[src/rtl/cmd_frame_gen.sv]
// Command framer: turns one register-file / ALU command into a short byte frame
// for a UART transmitter, with ready/valid handshakes on both sides.
module cmd_frame_gen #(
    parameter int DATA_WIDTH = 8,
    parameter int ADDR_WIDTH = 4
) (
    input  logic                  CLK,
    input  logic                  RST,
    input  logic                  cmd_valid,
    output logic                  cmd_ready,
    input  logic [1:0]            cmd_type,
    input  logic [ADDR_WIDTH-1:0] cmd_addr,
    input  logic [DATA_WIDTH-1:0] cmd_data,
    input  logic [DATA_WIDTH-1:0] cmd_opb,
    input  logic [3:0]            cmd_fun,
    output logic [DATA_WIDTH-1:0] byte_out,
    output logic                  byte_valid,
    input  logic                  byte_ready,
    output logic                  frame_done,
    output logic [1:0]            rsp_bytes,
    output logic [7:0]            frame_cnt
);

    typedef enum logic [1:0] {
        ST_IDLE = 2'd0,
        ST_SEND = 2'd1,
        ST_DONE = 2'd2
    } state_t;

    localparam logic [1:0] TYPE_WR  = 2'b00;
    localparam logic [1:0] TYPE_RD  = 2'b01;
    localparam logic [1:0] TYPE_ALU = 2'b10;

    localparam logic [DATA_WIDTH-1:0] HDR_WR   = DATA_WIDTH'(8'hAA);
    localparam logic [DATA_WIDTH-1:0] HDR_RD   = DATA_WIDTH'(8'hBB);
    localparam logic [DATA_WIDTH-1:0] HDR_ALU  = DATA_WIDTH'(8'hCC);
    localparam logic [DATA_WIDTH-1:0] HDR_ALU0 = DATA_WIDTH'(8'hDD);

    state_t                  state_q, state_d;
    logic [1:0]              idx_q, idx_d;
    logic [1:0]              type_q, type_d;
    logic [ADDR_WIDTH-1:0]   addr_q, addr_d;
    logic [DATA_WIDTH-1:0]   data_q, data_d;
    logic [DATA_WIDTH-1:0]   opb_q, opb_d;
    logic [3:0]              fun_q, fun_d;
    logic [1:0]              rsp_q, rsp_d;
    logic [7:0]              cnt_q, cnt_d;

    logic [1:0]              last_idx;
    logic [1:0]              rsp_for_type;
    logic [DATA_WIDTH-1:0]   frame_byte;

    // Frame length and expected response size depend only on the latched type.
    always_comb begin
        last_idx     = 2'd1;
        rsp_for_type = 2'd2;
        case (type_q)
            TYPE_WR: begin
                last_idx     = 2'd2;
                rsp_for_type = 2'd0;
            end
            TYPE_RD: begin
                last_idx     = 2'd1;
                rsp_for_type = 2'd1;
            end
            TYPE_ALU: begin
                last_idx     = 2'd3;
                rsp_for_type = 2'd2;
            end
            default: begin
                last_idx     = 2'd1;
                rsp_for_type = 2'd2;
            end
        endcase
    end

    // Byte selected by the current index, built only from latched fields.
    always_comb begin
        frame_byte = '0;
        case (type_q)
            TYPE_WR: begin
                case (idx_q)
                    2'd0:    frame_byte = HDR_WR;
                    2'd1:    frame_byte = DATA_WIDTH'(addr_q);
                    2'd2:    frame_byte = data_q;
                    default: frame_byte = '0;
                endcase
            end
            TYPE_RD: begin
                case (idx_q)
                    2'd0:    frame_byte = HDR_RD;
                    2'd1:    frame_byte = DATA_WIDTH'(addr_q);
                    default: frame_byte = '0;
                endcase
            end
            TYPE_ALU: begin
                case (idx_q)
                    2'd0:    frame_byte = HDR_ALU;
                    2'd1:    frame_byte = data_q;
                    2'd2:    frame_byte = opb_q;
                    default: frame_byte = DATA_WIDTH'(fun_q);
                endcase
            end
            default: begin
                case (idx_q)
                    2'd0:    frame_byte = HDR_ALU0;
                    2'd1:    frame_byte = DATA_WIDTH'(fun_q);
                    default: frame_byte = '0;
                endcase
            end
        endcase
    end

    always_comb begin
        state_d    = state_q;
        idx_d      = idx_q;
        type_d     = type_q;
        addr_d     = addr_q;
        data_d     = data_q;
        opb_d      = opb_q;
        fun_d      = fun_q;
        rsp_d      = rsp_q;
        cnt_d      = cnt_q;
        cmd_ready  = 1'b0;
        byte_valid = 1'b0;
        byte_out   = '0;
        frame_done = 1'b0;
        case (state_q)
            ST_IDLE: begin
                cmd_ready = 1'b1;
                if (cmd_valid) begin
                    type_d  = cmd_type;
                    addr_d  = cmd_addr;
                    data_d  = cmd_data;
                    opb_d   = cmd_opb;
                    fun_d   = cmd_fun;
                    idx_d   = 2'd0;
                    state_d = ST_SEND;
                end
            end
            ST_SEND: begin
                byte_valid = 1'b1;
                byte_out   = frame_byte;
                if (byte_ready) begin
                    if (idx_q == last_idx) begin
                        // Response size becomes visible together with frame_done.
                        rsp_d   = rsp_for_type;
                        state_d = ST_DONE;
                    end else begin
                        idx_d = idx_q + 2'd1;
                    end
                end
            end
            ST_DONE: begin
                frame_done = 1'b1;
                cnt_d      = cnt_q + 8'd1;
                state_d    = ST_IDLE;
            end
            default: begin
                state_d = ST_IDLE;
            end
        endcase
    end

    always_ff @(posedge CLK) begin
        if (RST) begin
            state_q <= ST_IDLE;
            idx_q   <= '0;
            type_q  <= '0;
            addr_q  <= '0;
            data_q  <= '0;
            opb_q   <= '0;
            fun_q   <= '0;
            rsp_q   <= '0;
            cnt_q   <= '0;
        end else begin
            state_q <= state_d;
            idx_q   <= idx_d;
            type_q  <= type_d;
            addr_q  <= addr_d;
            data_q  <= data_d;
            opb_q   <= opb_d;
            fun_q   <= fun_d;
            rsp_q   <= rsp_d;
            cnt_q   <= cnt_d;
        end
    end

    assign rsp_bytes = rsp_q;
    assign frame_cnt = cnt_q;

endmodule

[config.mk]
export PLATFORM = sky130hd
export DESIGN_NAME = cmd_frame_gen
export DESIGN_NICKNAME = d
export VERILOG_FILES = /design/src/rtl/cmd_frame_gen.sv
export SDC_FILE = /design/constraint.sdc
export NUM_CORES = 1
export LEC_CHECK = 0
export ABC_AREA = 1
export BUFFER_PORTS_ARGS = -buffer_cell sky130_fd_sc_hd__buf_2
export CAP_MARGIN = 20
export CORE_ASPECT_RATIO = 0.6
export CORE_MARGIN = 5
export CORE_UTILIZATION = 56
export CTS_BUF_LIST = sky130_fd_sc_hd__clkbuf_4
export CTS_CLUSTER_DIAMETER = 200
export DETAILED_ROUTE_END_ITERATION = 10
export HOLD_SLACK_MARGIN = 0.03
export PLACE_DENSITY_LB_ADDON = 0.05
export SYNTH_ARGS = -nofsm -noshare
export SYNTH_HDL_FRONTEND = slang
export SYNTH_SLANG_ARGS = --single-unit
[constraint.sdc]
create_clock -name CLK -period 2 [get_ports CLK]
set_input_delay 0.5 -clock CLK [delete_from_list [all_inputs] [get_ports CLK]]
set_output_delay 0.5 -clock CLK [all_outputs]
set_load 0.02 [all_outputs]
**Word-level counts from Yosys, hierarchy flattened**

Cells that the tools add are included.

- Input bits: 30
- Memories kept: 0
- Logic and storage cells: 49
- Bits in read-only memories: 0
- Output and inout port bits: 21
- Bits in registers: 40
- Bits in latches: 0
- RAM bits: 0

- Multiplexer cells: 19
- Order comparisons: 0
- Reduce and logical (&&, ||, !) cells: 8
- $mul: 0
- Bitwise gates (word level): 0
- Equal/unequal tests: 11
- Add/subtract/negate cells: 2
- Divide/modulo/power cells: 0
- Shifts and indexed selects: 0

Operators by type and width:

| cell | count |
|---|---|
| 8-bit case mux with 3 select lines | 3 |
| 8-bit case mux with 2 select lines | 2 |
| 2-bit case mux with 2 select lines | 4 |
| 2-bit two-way mux | 6 |
| 8-bit by 1-bit adder with 8-bit output (second input constant) | 1 |
| 8-bit two-way mux | 1 |
| 2-bit != test (second input constant) | 4 |
| 2-bit by 1-bit equality test with 1-bit output (second input constant) | 3 |
| 2-bit equality test (second input constant) | 3 |
| 2-bit logical NOT | 3 |
| 3-bit AND reduction | 2 |
| 4-bit AND reduction | 1 |
| 1-bit two-way mux | 3 |
| 2-bit by 1-bit adder with 2-bit output (second input constant) | 1 |
| 2-bit equality test | 1 |
| 2-bit AND reduction | 1 |
| 2-bit nonzero test | 1 |

**Longest topological paths before layout**

- Depth after elaboration: 6
- Gate-level depth with buffers: 10

**Worst setup path after synthesis**

No wires, ideal clock.

- Path kind: register to output
- Start: reg idx_q[0]
- End: out byte_out[2]
- Buffers on the path: 2
- Setup slack: -23 ps
- Arrival: 1,523 ps
- Data required time: 1,500 ps
- Stages on the path, launching flop included: 11
- Cells stage by stage: dfxtp_1 inv_1 ha_1 clkbuf_2 buf_4 nand2_1 o21ai_0 nand2_1 nand2_1 nand2_1 a21oi_1

- Longest elaborated chain between the ends: 4

Ends and longest elaborated chain:

| element | RTL line | text |
|---|---|---|
| from (decl) | 40 | `logic [1:0] idx_q, idx_d;` |
| from (signal assigned) | 178 | `idx_q <= idx_d;` |
| 2-bit equality test (tied with other cells) | 82, 97 |  |
| 8-bit case mux with 3 select lines (tied with other cells) | 97 | `case (idx_q)` |
| 8-bit case mux with 3 select lines * | 80 | `case (type_q)` |
| 8-bit two-way mux * | 128 | `case (state_q)` |
| to (decl) | 16 | `output logic [DATA_WIDTH-1:0] byte_out,` |

Every way passes the cells marked *; elsewhere a longest branch is shown, timed or not.

**Worst setup path after layout**

- Start: reg idx_q[1]
- End: out byte_out[3]

The elaborated chain is that of the path after synthesis.

==> impl_metrics.ini <==
[status]
violated_checks = setup timing
outcome = finished, violations left

[global_route]
grt_start_max_net_pins = 33
first_pass_grt_wire_length_mm = 10.2
grtUsageTotal_pct = 24.1
gr-total-overflow = 0
initial_antenna_violation_count = 0
grt_pass1_vias = 2107

[synth]
synth-edff-count = 0
synth_xor_xnor_area_share_pct = 0.399
ys_ff_latch = 40
syn-cell-area_um2 = 2200
netlist_instances = 333
synth-warning-count = 0
synth_area_leaders = sky130_fd_sc_hd__dfxtp_1, sky130_fd_sc_hd__nand2_1, sky130_fd_sc_hd__nor2_1
synth-adder-area-share_pct = 3.42
main_combinational_cell_family_by_area_after_synthesis = simple AND/OR/NAND/NOR gates
yosysTopAreaCellShare_pct = 36.5
synth_commonest_cells = sky130_fd_sc_hd__nand2_1, sky130_fd_sc_hd__nor2_1, sky130_fd_sc_hd__dfxtp_1
muxShareOfSynthArea_pct = 0
synth_nets = 369
asyncSetResetFlopFracSynth_pct = 0
synth_simple_gate_area_share_pct = 35.7
synthDistinctLibCells = 31
synth_area_leader_cell = sky130_fd_sc_hd__dfxtp_1
seq_area_frac_synth_pct = 36.5
postSynthAreaPerCell_um2 = 6.59
yosys.cell_count.top_type = sky130_fd_sc_hd__nand2_1
commonest_register_cell_after_synthesis = sky130_fd_sc_hd__dfxtp_1
synth_compound_area_share_pct = 15.6

[timing]
fin_crit_sh_pct = 117
hold_viol = 0
holdWs_ps = 386
worst_slew_pin_slew_ps = 393
postLayoutSetupSlackWorst_ps = -335
setup-violations-final = 8
rsz0062_at_grt = true
fmax_mhz = 428
max-slew-margin-rel_pct = 73.8
fin_setup_tns_ps = -2330
timing_max_transition_violations_final = 0
maximum_clock_skew_at_final_layout_ps = 9.16
fin_crit_ps = 2330

[worst_hold_path]
worstHoldPathCells = 3
hp-class = in2reg
hold_path_end = fun_q[0]$_SDFFE_PP0P_
hp-start = cmd_fun[0]

[placement]
placed_area_um2 = 2560
place.gp.congestion = 0.979
place.port_buffers = 50
post-dp-hpwl_mm = 4.42
dpl.cell_count = 430
dpl_worst_slack_ps = -135

[clock_tree]
path_clk_slew_ps = 130
clock-sinks = 40
ctsLongestPathBuffers = 2
tritoncts = done
ctsHtreeMaxLevel = 2
clk_latency_ps = 350
cts_inserted_buffers = 5
cts_hold_buf = 0
cts.root.buffer_cell = sky130_fd_sc_hd__clkbuf_4

[power]
report.power.total_mw = 1.76
share_comb_of_total_power_pct = 25.7
power.internal_mw = 1.16
seq_power_share_pct = 51.5
power.clock.fraction_pct = 22.8
power.net_switching_uw = 606
switching_share_pct = 34.3
power_density_nw_per_um2 = 609
power_leakage_nw = 1.34
vdd.ir_drop.worst_v = 0.000455

[setup_path]
worst-path-max-fanout = 8
worst_r2r_startpoint = state_q[1]$_SDFFE_PP0P_
critPathKind = reg2out
setup.reg_to_reg.worst_slack_ps = 600
regToRegEndpoint = data_q[5]$_SDFFE_PP0P_
ff2ff_path_depth = 5
cp-start-kind = register
cp_data_required_time_ps = 1500
endpoint_kind = primary output
cp.arrival_ps = 1830

[layout]
stdcell_count = 443
num-fill-cells = 292
finish.net_count = 432
final_core_util_pct = 77.8
n_antenna_cell = 0
finish.instance_area_um2 = 2900
share_of_post_route_cells_with_drive_strength_above_1_pct = 34.6
area_growth_syn_to_layout_pct = 31.9

[routing]
avgViaCountPerCell = 5.47
wl_per_cell_um = 14.7
route.detailed.drc = 0
dr.pass1.iters = 7
number_of_drc_violations_after_detailed_routing_iteration_0 = 231
postRouteAntennaNets = 0
num_vias = 2425
routed_wl_mm = 6.52

[job]
reported_max_cap_violation_count = 0

[floorplan]
starting_density_of_the_core_pct = 59.0
die-area_um2 = 5310
floorplan.io_pins = 51
die-height_um = 58.5
die_width_um = 90.8
core_region_area_um2 = 3720
std_cell_rows = 17
cells in the final DEF (no fill, tap or decap), drive strengths merged, types with 6 or more instances in the layout:
cell type	instances
nor2	72
ha	6
inv	27
nand4	6
a21oi	20
nand2	75
dfxtp	40
buf	69
o21ai	39
nand3	26
flip-flops by register name, indices dropped and copies added, names as in the netlist:
signal     flops
addr_q         4
data_q         8
frame_cnt      8
fun_q          4
idx_q          2
opb_q          8
rsp_bytes      2
state_q        2
type_q         2
layer usage:
layer | routed length (um) | vias up | part of all wire [%] | track usage, %
li1 | - | 1199 | - | -
met1 | 2960 | 1087 | 45 | 33.6
met2 | 2720 | 126 | 42 | 34.6
met3 | 752 | 13 | 12 | 9.71
met4 | 84 | 0 | 1.3 | 6.07
met5 | 0 | - | 0 | 0
repair_timing:
item,CTS,global route
setup endpoints to repair,8,8
gates cloned,1,0
resized for setup,56,17
pin swaps,16,17
buffers inserted,4,2
worst max-delay path by stage:
stage / startpoint / endpoint / cells past startpoint
2_1_floorplan: idx_q[0]$_SDFFE_PP0P_ / byte_out[1] / 8
3_3_place_gp: idx_q[0]$_SDFFE_PP0P_ / byte_out[7] / 10
3_5_place_dp: idx_q[1]$_SDFFE_PP0P_ / byte_out[2] / 9
4_1_cts: idx_q[1]$_SDFFE_PP0P_ / byte_out[2] / 12
5_1_grt: idx_q[1]$_SDFFE_PP0P_ / byte_out[0] / 10
6_report: idx_q[1]$_SDFFE_PP0P_ / byte_out[3] / 8
logic make-up (layout without fill, tap and decap cells):
kind of cell	Yosys count	count (layout)
adders and majority gates	6	6
AOI/OAI and AO/OA	63	63
DFF	40	40
and+or+nand+nor	180	180
buffers and inverters	43	106
xor gates and xnor gates	1	1
power groups by stage:
stage	registers [mW]	logic (mW)	clock network (mW)
6_report	0.909	0.453	0.402
3_3_place_gp	0.916	0.387	0
5_1_grt	0.916	0.493	0.451
3_5_place_dp	0.917	0.391	0
4_1_cts	0.903	0.431	0.404
2_1_floorplan	0.898	0.282	0
worst max-delay path: stages, from the launching register on:
cell	delay, ps
sky130_fd_sc_hd__dfxtp_4	410
sky130_fd_sc_hd__buf_6	110
sky130_fd_sc_hd__ha_4	230
sky130_fd_sc_hd__buf_8	170
sky130_fd_sc_hd__a21oi_2	70
sky130_fd_sc_hd__nor2_1	140
sky130_fd_sc_hd__nor2_2	70
sky130_fd_sc_hd__nor2_1	110
sky130_fd_sc_hd__buf_4	160
cell type report:
| class | instances | area (um2) | area share, % |
|---|---|---|---|
| clock buffers | 5 | 37.5 | 1.30 |
| clock inverters | 2 | 12.5 | 0.432 |
| inverters | 29 | 120 | 4.15 |
| multi-input cells | 250 | 1370 | 47.2 |
| flip-flops and latches | 40 | 810 | 28.0 |
| well taps | 47 | 58.8 | 2.03 |
| repair buffers | 69 | 483 | 16.7 |
| repair inverters | 1 | 7.51 | 0.259 |
No activity file was read; power rests on OpenSTA's default activity.
